<file path="src/rtl/nr_dmrs_qpsk_demap.sv">
// Hard-decision QPSK demapper for one NR DMRS block: each accepted symbol
// produces its I bit and then its Q bit on a serial output, one bit per cycle.
module nr_dmrs_qpsk_demap #(
  parameter int FP   = 16,
  parameter int NSYM = 144
) (
  input  logic                   clk,
  input  logic                   rst,
  input  logic                   start,
  input  logic signed [FP/2-1:0] rx_i,
  input  logic signed [FP/2-1:0] rx_q,
  input  logic                   in_valid,
  output logic                   in_ready,
  output logic                   bit_out,
  output logic                   bit_valid,
  output logic [8:0]             bit_idx,
  output logic                   demap_done
);

  localparam int W  = FP / 2;
  localparam int CW = (NSYM > 1) ? $clog2(NSYM) : 1;
  localparam logic signed [W-1:0] ZERO = '0;

  typedef enum logic [1:0] {
    DISARMED,
    ACCEPT,
    EMIT_Q
  } state_t;

  state_t          state_q, state_d;
  logic [CW-1:0]   sym_cnt_q, sym_cnt_d;
  logic            qhold_q, qhold_d;
  logic            bit_out_q, bit_out_d;
  logic            bit_valid_q, bit_valid_d;
  logic [8:0]      bit_idx_q, bit_idx_d;
  logic            done_q, done_d;

  logic            handshake;
  logic            last_sym;
  logic            i_neg;
  logic            q_neg;
  logic [8:0]      idx_even;

  assign in_ready  = (state_q == ACCEPT);
  assign handshake = in_ready && in_valid;
  assign last_sym  = (sym_cnt_q == CW'(NSYM - 1));
  // A pure sign test: the most-negative sample needs no special handling.
  assign i_neg     = (rx_i < ZERO);
  assign q_neg     = (rx_q < ZERO);
  assign idx_even  = 9'({sym_cnt_q, 1'b0});

  always_comb begin
    state_d     = state_q;
    sym_cnt_d   = sym_cnt_q;
    qhold_d     = qhold_q;
    bit_out_d   = bit_out_q;
    bit_valid_d = 1'b0;
    bit_idx_d   = bit_idx_q;
    done_d      = 1'b0;

    if (start) begin
      // Restart from any state; a pending Q bit is dropped.
      state_d   = ACCEPT;
      sym_cnt_d = '0;
      qhold_d   = 1'b0;
    end else begin
      case (state_q)
        ACCEPT: begin
          if (handshake) begin
            bit_out_d   = i_neg;
            bit_valid_d = 1'b1;
            bit_idx_d   = idx_even;
            qhold_d     = q_neg;
            state_d     = EMIT_Q;
          end
        end
        EMIT_Q: begin
          bit_out_d   = qhold_q;
          bit_valid_d = 1'b1;
          bit_idx_d   = idx_even | 9'd1;
          if (last_sym) begin
            done_d    = 1'b1;
            sym_cnt_d = '0;
            state_d   = DISARMED;
          end else begin
            sym_cnt_d = sym_cnt_q + CW'(1);
            state_d   = ACCEPT;
          end
        end
        default: begin
          state_d = DISARMED;
        end
      endcase
    end
  end

  always_ff @(posedge clk or posedge rst) begin
    if (rst) begin
      state_q     <= DISARMED;
      sym_cnt_q   <= '0;
      qhold_q     <= 1'b0;
      bit_out_q   <= 1'b0;
      bit_valid_q <= 1'b0;
      bit_idx_q   <= '0;
      done_q      <= 1'b0;
    end else begin
      state_q     <= state_d;
      sym_cnt_q   <= sym_cnt_d;
      qhold_q     <= qhold_d;
      bit_out_q   <= bit_out_d;
      bit_valid_q <= bit_valid_d;
      bit_idx_q   <= bit_idx_d;
      done_q      <= done_d;
    end
  end

  assign bit_out    = bit_out_q;
  assign bit_valid  = bit_valid_q;
  assign bit_idx    = bit_idx_q;
  assign demap_done = done_q;

endmodule

</file>
<file path="config.mk">
export PLATFORM = sky130hd
export DESIGN_NAME = nr_dmrs_qpsk_demap
export DESIGN_NICKNAME = d
export VERILOG_FILES = /design/src/rtl/nr_dmrs_qpsk_demap.sv
export SDC_FILE = /design/constraint.sdc
export NUM_CORES = 1
export LEC_CHECK = 0
export ABC_AREA = 1
export ABC_CLOCK_PERIOD_IN_PS = 1300
export BUFFER_PORTS_ARGS = -buffer_cell sky130_fd_sc_hd__buf_2
export CORE_MARGIN = 2
export CORE_UTILIZATION = 45
export DETAILED_ROUTE_END_ITERATION = 8
export GPL_TIMING_DRIVEN = 0
export PLACE_DENSITY = 0.74
export SLEW_MARGIN = 15
export SYNTH_ARGS = -nofsm -noshare
export SYNTH_HDL_FRONTEND = slang
export SYNTH_SLANG_ARGS = --single-unit
</file>
<file path="constraint.sdc">
create_clock -name clk -period 1.3 [get_ports clk]
set_clock_uncertainty 0.15 [all_clocks]
set_input_delay 0 -clock clk [delete_from_list [all_inputs] [get_ports clk]]
set_output_delay 0 -clock clk [all_outputs]
set_load 0.05 [all_outputs]
</file>
==> results of run 1 <==
[flip-flops by register name, summed over array words and instances (netlist names)]
register / flops
bit_idx: 9
bit_out: 1
qhold_q: 1
sym_cnt_q: 8
demap_done: 1
bit_valid: 1
state_q: 2
[critical path: cells and delay by family, from the launching register on]
family          cells  cell delay, ns
compound gates      1            0.22
simple gates        2            0.11
fa+ha+maj           1            0.15
buf+inv             4            0.39
flops               1            0.43
[worst min path at each step]
stage          from            to  slack [ns]  cells past startpoint
5_1_grt         rst    bit_idx[0]        0.12                      3
6_report        rst    bit_idx[6]        0.09                      3
4_1_cts         rst  sym_cnt_q[5]        0.26                      3
2_1_floorplan   rst    bit_idx[0]       -0.15                      1
3_5_place_dp    rst       bit_out        0.07                      2
3_3_place_gp    rst     bit_valid        0.05                      2
[layer usage]
| metal | up-vias | global-route usage | wire length, um |
|---|---|---|---|
| met4 | 0 | 0.124 | 73 |
| met5 | - | 0 | 0 |
| met2 | 51 | 0.335 | 1450 |
| li1 | 481 | - | - |
| met3 | 11 | 0.0333 | 125 |
| met1 | 475 | 0.263 | 1190 |
[repair_timing]
action	in CTS	in global routing
resized for setup	13	30
hold buffers	5	0
pin swaps	6	7
buffers inserted	6	2
endpoints found under the setup margin	20	24
cloned	1	0
endpoints found under the hold margin	37	0
[stage by stage]
step	worst slack (ns)	total power, W
floorplan	-0.129	0.000937
detailed placement	-0.199	0.000984
global placement	-0.173	0.000979
global route	-0.313	0.00149
CTS	-0.182	0.00138
finish	-0.253	0.00141
[area by class of cell]
type	instances	share of cell area
Tap cell	28	0.0227
Timing Repair Buffer	32	0.148
Sequential cell	23	0.374
Clock inverter	1	0.00324
Clock buffer	3	0.0146
Inverter	22	0.0560
Multi-Input combinational cell	83	0.367
Buffer	2	0.0146
[power by group]
| part | total (W) | internal [W] | switching, W |
|---|---|---|---|
| Combinational | 0.000325 | 0.000127 | 0.000198 |
| Sequential | 0.000754 | 0.000738 | 0.0000164 |
| Clock | 0.000334 | 0.000115 | 0.000218 |
[placed cells by master (no fill, tap or decap)]
cell                            synthesis  layout
sky130_fd_sc_hd__nand2_2                2      10
sky130_fd_sc_hd__dfrtp_2                0       1
sky130_fd_sc_hd__clkinvlp_4             0       1
sky130_fd_sc_hd__o22ai_2                0       2
sky130_fd_sc_hd__nand4_1                2       2
sky130_fd_sc_hd__nor2_2                 4       4
sky130_fd_sc_hd__clkbuf_4               0       3
sky130_fd_sc_hd__nand3_4                0       1
sky130_fd_sc_hd__buf_6                  2       5
sky130_fd_sc_hd__nand2_1               31      20
sky130_fd_sc_hd__xor2_1                 1       1
sky130_fd_sc_hd__a21oi_1                1       1
sky130_fd_sc_hd__ha_2                   0       1
sky130_fd_sc_hd__o31ai_4                0       1
sky130_fd_sc_hd__nor2_4                 0       4
sky130_fd_sc_hd__buf_4                  0       6
sky130_fd_sc_hd__dfrtp_1               23      22
sky130_fd_sc_hd__nor3_1                 1       1
sky130_fd_sc_hd__nand2_4                0       3
sky130_fd_sc_hd__dlygate4sd3_1          0       5
sky130_fd_sc_hd__o21ai_1                4       8
sky130_fd_sc_hd__ha_4                   0       2
sky130_fd_sc_hd__inv_2                  2       7
sky130_fd_sc_hd__nor2_1                11       7
sky130_fd_sc_hd__nand3_2                1       1
sky130_fd_sc_hd__inv_1                 20      14
sky130_fd_sc_hd__o21ai_0               10       5
sky130_fd_sc_hd__clkinv_2               0       1
sky130_fd_sc_hd__nand3_1                5       4
sky130_fd_sc_hd__buf_2                  0      17
sky130_fd_sc_hd__a211oi_1               1       1
sky130_fd_sc_hd__o21ai_2                3       4
sky130_fd_sc_hd__buf_8                  0       1
[cells by family after synthesis]
family,Yosys count,synth area share
AND/OR/NAND/NOR,57,0.223
XOR/XNOR,1,0.00790
AO/OA/AOI/OAI,22,0.121
adder cells (fa/ha/maj),3,0.0339
buffers and inverters,24,0.0948
flip-flops,23,0.519
==> summary.md, run 1 <==
| Metric | Value |
|---|---|
| Status | complete, but fails checks |
| Violated checks | negative setup slack |
| Worst path cell trace | buf_6 > ha_4 > inv_2 > nor2_2 > inv_2 > nand2_4 > buf_6 > o21ai_0 |
| Number of standard cells after synthesis | 130 |
| Chip height | ~54 um |
| Starting density of the core | 0.487 |
| Count of antenna-violating nets left after detailed routing | 0 |
| Setup ws final | -0.253 ns |
| Routed wirelength normalized by instance count | about 15 um |
| Actual transition at the worst max-transition pin | ~0.49 ns |
| Worst path required time | 1.37 ns |
| Arrival time at the worst endpoint | roughly 1.6 ns |
| Number of buffers created by CTS | 3 |
| Port Buffer Count | 18 |
| Global Route Usage Sum | 0.208 |
| Area taken by flip-flops and latches | 577 sq um |
| Synthesis Warnings | 0 |
| Filler cell count | around 170 |
| Crit path time final | 1.55 ns |
| MaxCap Viol Count | 0 |
| Critical Path End Type | flip-flop |
| Via count of the first global-routing pass | slightly above 900 |
| Final setup fails | 21 |
| Launching element type of the critical path | flip-flop |
| Slew headroom | 0.671 |
| Slew Viols, Final | 0 |
| Most used flip-flop cell after synthesis | sky130_fd_sc_hd__dfrtp_1 |
| Register-to-register setup slack | -0.25 ns |
| Highest Clock Rate | around 640 MHz |
| Total Die Area | between 0.002 and 0.003 sq mm |
| Layout cell share with drive strength beyond 1 | 0.452 |
| Total wirelength of the detailed-routed design | 2840 um |
| Number of enable-type register cells in the synthesized netlist | 0 |
| Pwr per Cell Area | 916 mW/mm^2 |
| Count of vias placed by the detailed router | ~1,000 |
| Remaining design rule violation count | 0 |
| Floorplan Core Area | around 0.0023 sq mm |
| Final antenna diode count | 0 |
| Final hold vios | 0 |
| Final critical-path share of the clock period | 1.19 |
| CP max stage delay | ~0.43 ns |
| Reg-to-reg critical path startpoint | state_q[0] |
| Peak supply drop | 0.612 mV |
| Number of antenna violations at the first check in global routing | 0 |
| Highest-delay cell along the critical path | sky130_fd_sc_hd__dfrtp_1 |
| Fin Hold WS | between 0.09 and 0.1 ns |
| Netlist area before placement | approximately 0.0011 sq mm |
| Top post-synthesis cells by area | sky130_fd_sc_hd__dfrtp_1, sky130_fd_sc_hd__nand2_1, sky130_fd_sc_hd__inv_1 |
| Die X-Extent | roughly 54 um |
| RSZ-0062 raised after global routing | true |
| Aggregate negative setup slack | -2.36 ns |
| Number of H-tree branching levels | 1 |
| Multi-input gate area | ~570 sq um |
| Placed wire-length estimate | ~1600 um |
| Flops & latches, synth | 23 |
| CTS tree | yes |
| Number of standard-cell rows in the floorplan | 17 |
| First-pass DRT Iterations | 6 |
| Cell type with the highest aggregate area in the netlist | sky130_fd_sc_hd__dfrtp_1 |
| Final instance area | 0.00154 sq mm |
| Synthesized net count | between 150 and 200 |
| Largest fanout on the critical path | 10 |
| Destination of the critical timing path | bit_idx[2] |
| Deepest clock path buffer count | 2 |
| List of most frequent post-synthesis cells | sky130_fd_sc_hd__nand2_1, sky130_fd_sc_hd__dfrtp_1, sky130_fd_sc_hd__inv_1 |
| Fraction of synthesized cell area taken by the top area cell type | 0.519 |
| GP Congestion | approximately 0.77 |
| Post-route insts no fill | ~190 |
| Aggregate global routing overflow | 0 |
| Vias per cell | 5.25 |
| Register area share after synthesis | 0.519 |
| Critical register-to-register path endpoint | bit_idx[2] |
| Async S/R FF share, synth | 1.00 |
| Hold Path Class | input pin to asynchronous set/reset pin |
| Most instantiated library cell after synthesis | sky130_fd_sc_hd__nand2_1 |
| Clock input transition at the sequential cells of the worst setup and hold paths | around 0.13 ns |
| Number of DRC violations after detailed-routing iteration 0 | 33 |
| Worst reg2reg path depth | 8 |
| Worst Path Class, Setup | flip-flop to flip-flop |
| CTS Root Buffer Type | sky130_fd_sc_hd__clkbuf_4 |
| Leakage power summed over all cells | approximately 0.75 nW |
| Global-route wire length before repair | 4170 um |
| Utilization of the core after routing | 0.678 |
| Post-synth cell types | 21 |
| Worst Setup SP | state_q[0] |
| Number of cells in the design after placement | between 150 and 200 |
| Clk sinks | 23 |
| Worst-Skew Late Latency | 0.31 ns |
| Net count of the finished layout | 190 |
| Placed inst area | roughly 0.0013 sq mm |
| Maximum number of pins on one net before global-route repair | 24 |
| Area growth from synthesis to layout | 39.2% |
| Boundary Pins | 33 |
| Post-synthesis area per instance | 8.53 sq um |
Power figures use the tool's default switching activity.
==> run 2: changes to the inputs <==
--- a/config.mk
+++ b/config.mk
@@ -12,7 +12,7 @@
 export CORE_UTILIZATION = 45
 export DETAILED_ROUTE_END_ITERATION = 8
 export GPL_TIMING_DRIVEN = 0
-export PLACE_DENSITY = 0.74
+export PLACE_DENSITY = 0.75
 export SLEW_MARGIN = 15
 export SYNTH_ARGS = -nofsm -noshare
 export SYNTH_HDL_FRONTEND = slang
==> summary.md, run 2 (synthesized netlist as in run 1, its figures left out) <==
| Metric | Value |
|---|---|
| Status | complete, but fails checks |
| Violated checks | negative setup slack |
| Number of antenna violations at the first check in global routing | 0 (unchanged) |
| Most common library cell in the layout ignoring fill and taps | sky130_fd_sc_hd__dfrtp_1 |
| CTS tree | yes |
| Layout cell share with drive strength beyond 1 | 0.458 (+0.00602) |
| First-pass DRT Iterations | 4 (-2) |
| Net count of the finished layout | 190 (unchanged) |
| Worst path required time | 1.37 ns (about the same) |
| Worst setup slack before clock tree synthesis | -0.219 ns (-0.0199 ns) |
| Final instance area | 0.00158 sq mm (+2.4%) |
| Count of vias placed by the detailed router | 1,009 (-0.88%) |
| Logic pwr share | 0.241 (+0.011) |
| Routed wirelength normalized by instance count | 14.7 um (+0.28%) |
| Chip height | 53.6 um (unchanged) |
| Vias per cell | 5.20 (-0.88%) |
| RSZ-0062 raised after global routing | true |
| Switching power | 0.000454 W (+5.1%) |
| Arrival time at the worst endpoint | 1.56 ns (-0.06 ns) |
| Placed wire-length estimate | 1570 um (+1.1%) |
| Aggregate negative setup slack | -2.56 ns (-0.205 ns) |
| Fraction of power consumed by the clock network | 0.236 (about the same) |
| Crit path time final | 1.49 ns (-0.0632 ns) |
| Final antenna diode count | 0 (unchanged) |
| Slew headroom | 0.416 (-0.255) |
| Final setup fails | 20 (-4.8%) |
| Worst Path Class, Setup | flip-flop to flip-flop |
| Critical Path End Type | flip-flop |
| MaxCap Viol Count | 0 (unchanged) |
| Sequential power share | 0.523 (-0.011) |
| Number of H-tree branching levels | 1 (unchanged) |
| Port Buffer Count | 18 (unchanged) |
| Fraction of power spent switching nets | 0.314 (+0.00776) |
| Clock input transition at the sequential cells of the worst setup and hold paths | 0.13 ns (about the same) |
| Highest Clock Rate | 671 MHz (+4.2%) |
| Actual transition at the worst max-transition pin | 0.874 ns (+0.382 ns) |
| Remaining design rule violation count | 0 (unchanged) |
| Area growth from synthesis to layout | 42.6% |
| Total Die Area | 0.00288 sq mm (unchanged) |
| Largest fanout on the critical path | 5 (-5) |
| Reg-to-reg critical path startpoint | state_q[0] |
| Number of standard-cell rows in the floorplan | 17 (unchanged) |
| Boundary Pins | 33 (unchanged) |
| CTS Root Buffer Type | sky130_fd_sc_hd__clkbuf_4 |
| Peak supply drop | 0.700 mV (+14%) |
| Slew Viols, Final | 0 (unchanged) |
| Pwr per Cell Area | 917 mW/mm^2 (about the same) |
| Launching element type of the critical path | flip-flop |
| Worst Setup SP | state_q[0] |
| Clk sinks | 23 (unchanged) |
| Hold Path Class | input pin to asynchronous set/reset pin |
| Maximum number of pins on one net before global-route repair | 24 (unchanged) |
| Number of flip-flops in the largest register | 9 (unchanged) |
| Number of DRC violations after detailed-routing iteration 0 | 28 (-15%) |
| Starting density of the core | 0.487 (unchanged) |
| Worst-Skew Late Latency | 0.32 ns (about the same) |
| Setup ws final | -0.190 ns (+0.0633 ns) |
| GP Congestion | 0.802 (+4.5%) |
| Total internal power | 0.000994 W (+1.4%) |
| Die X-Extent | 53.6 um (unchanged) |
| Total wirelength of the detailed-routed design | 2850 um (+0.28%) |
| Global-route wire length before repair | 4150 um (-0.50%) |
| Global Route Usage Sum | 0.201 (-0.00720) |
| Fin Hold WS | 0.251 ns (+0.160 ns) |
| Final hold vios | 0 (unchanged) |
| Deepest clock path buffer count | 2 (unchanged) |
| Leakage power summed over all cells | 0.771 nW (+3.4%) |
| Number of buffers created by CTS | 3 (unchanged) |
| Aggregate global routing overflow | 0 (unchanged) |
| Filler cell count | 148 (-11%) |
| Floorplan Core Area | 0.00228 sq mm (unchanged) |
| Placed inst area | 0.00126 sq mm (unchanged) |
| Final critical-path share of the clock period | 1.15 (-0.0487) |
| Via count of the first global-routing pass | 943 (+2.7%) |
| Top library cells by usage in the layout, fill and taps aside | sky130_fd_sc_hd__dfrtp_1, sky130_fd_sc_hd__nand2_1, sky130_fd_sc_hd__buf_2 |
| Count of antenna-violating nets left after detailed routing | 0 (unchanged) |
[run 2: final cells by class]
type                            instances  area (sq um)  share of cell area
Sequential cell                        23           576               0.364
Clock buffer                            3          22.5              0.0143
Buffer                                  2          26.3              0.0166
Tap cell                               28          35.0              0.0222
Inverter                               22          85.1              0.0538
Clock inverter                          1          5.00             0.00317
Timing Repair Buffer                   32           243               0.154
Multi-Input combinational cell         83           588               0.372
[run 2: worst paths after layout]
kind / to / slack [ns] / cells after the start
max in group asynchronous: bit_idx[6] / 0.22 / 3
hold / removal: bit_idx[8] / 0.25 / 3
setup reg to reg: bit_idx[5] / -0.19 / 7
setup / recovery: bit_idx[5] / -0.19 / 7
hold reg to reg: bit_idx[6] / 0.36 / 2
min in group clk: qhold_q / 0.33 / 4
[run 2: worst max-delay path: stages (launching register included)]
cell and delay (ns):
sky130_fd_sc_hd__dfrtp_1 0.42, sky130_fd_sc_hd__inv_2 0.07, sky130_fd_sc_hd__ha_4 0.26, sky130_fd_sc_hd__nor2_4 0.13
sky130_fd_sc_hd__nand2_4 0.09, sky130_fd_sc_hd__buf_6 0.15, sky130_fd_sc_hd__nand2_2 0.05, sky130_fd_sc_hd__o21ai_1 0.07
[run 2: metrics by stage]
stage	total power [W]	utilization	cells
2_1_floorplan	0.000937	-	130
3_3_place_gp	0.000978	0.554	176
3_5_place_dp	0.000983	0.554	176
4_1_cts	0.00137	0.636	192
5_1_grt	0.00151	0.694	194
6_report	0.00145	0.694	194
[run 2: routing by layer]
metal,wire length (um),global-route usage
met4,77,0.0855
met1,1240,0.267
met3,53,0.0333
met5,0,0
met2,1480,0.325
[run 2: timing repair]
action                     CTS  global route
pin swaps                    6             5
hold buffers                 5             0
gates resized for setup     21            27
hold endpoints to repair    37             0
setup buffers                6             1
gates cloned                 1             1
setup endpoints to repair   21            23
[run 2: power groups by stage]
stage / clock (W) / combinational, W / sequential [W]
after floorplan: 0 / 0.000121 / 0.000816
after global placement: 0 / 0.000213 / 0.000765
after detailed placement: 0 / 0.000217 / 0.000766
after CTS: 0.000340 / 0.000274 / 0.000752
after global routing: 0.000380 / 0.000369 / 0.000761
final: 0.000342 / 0.000349 / 0.000757
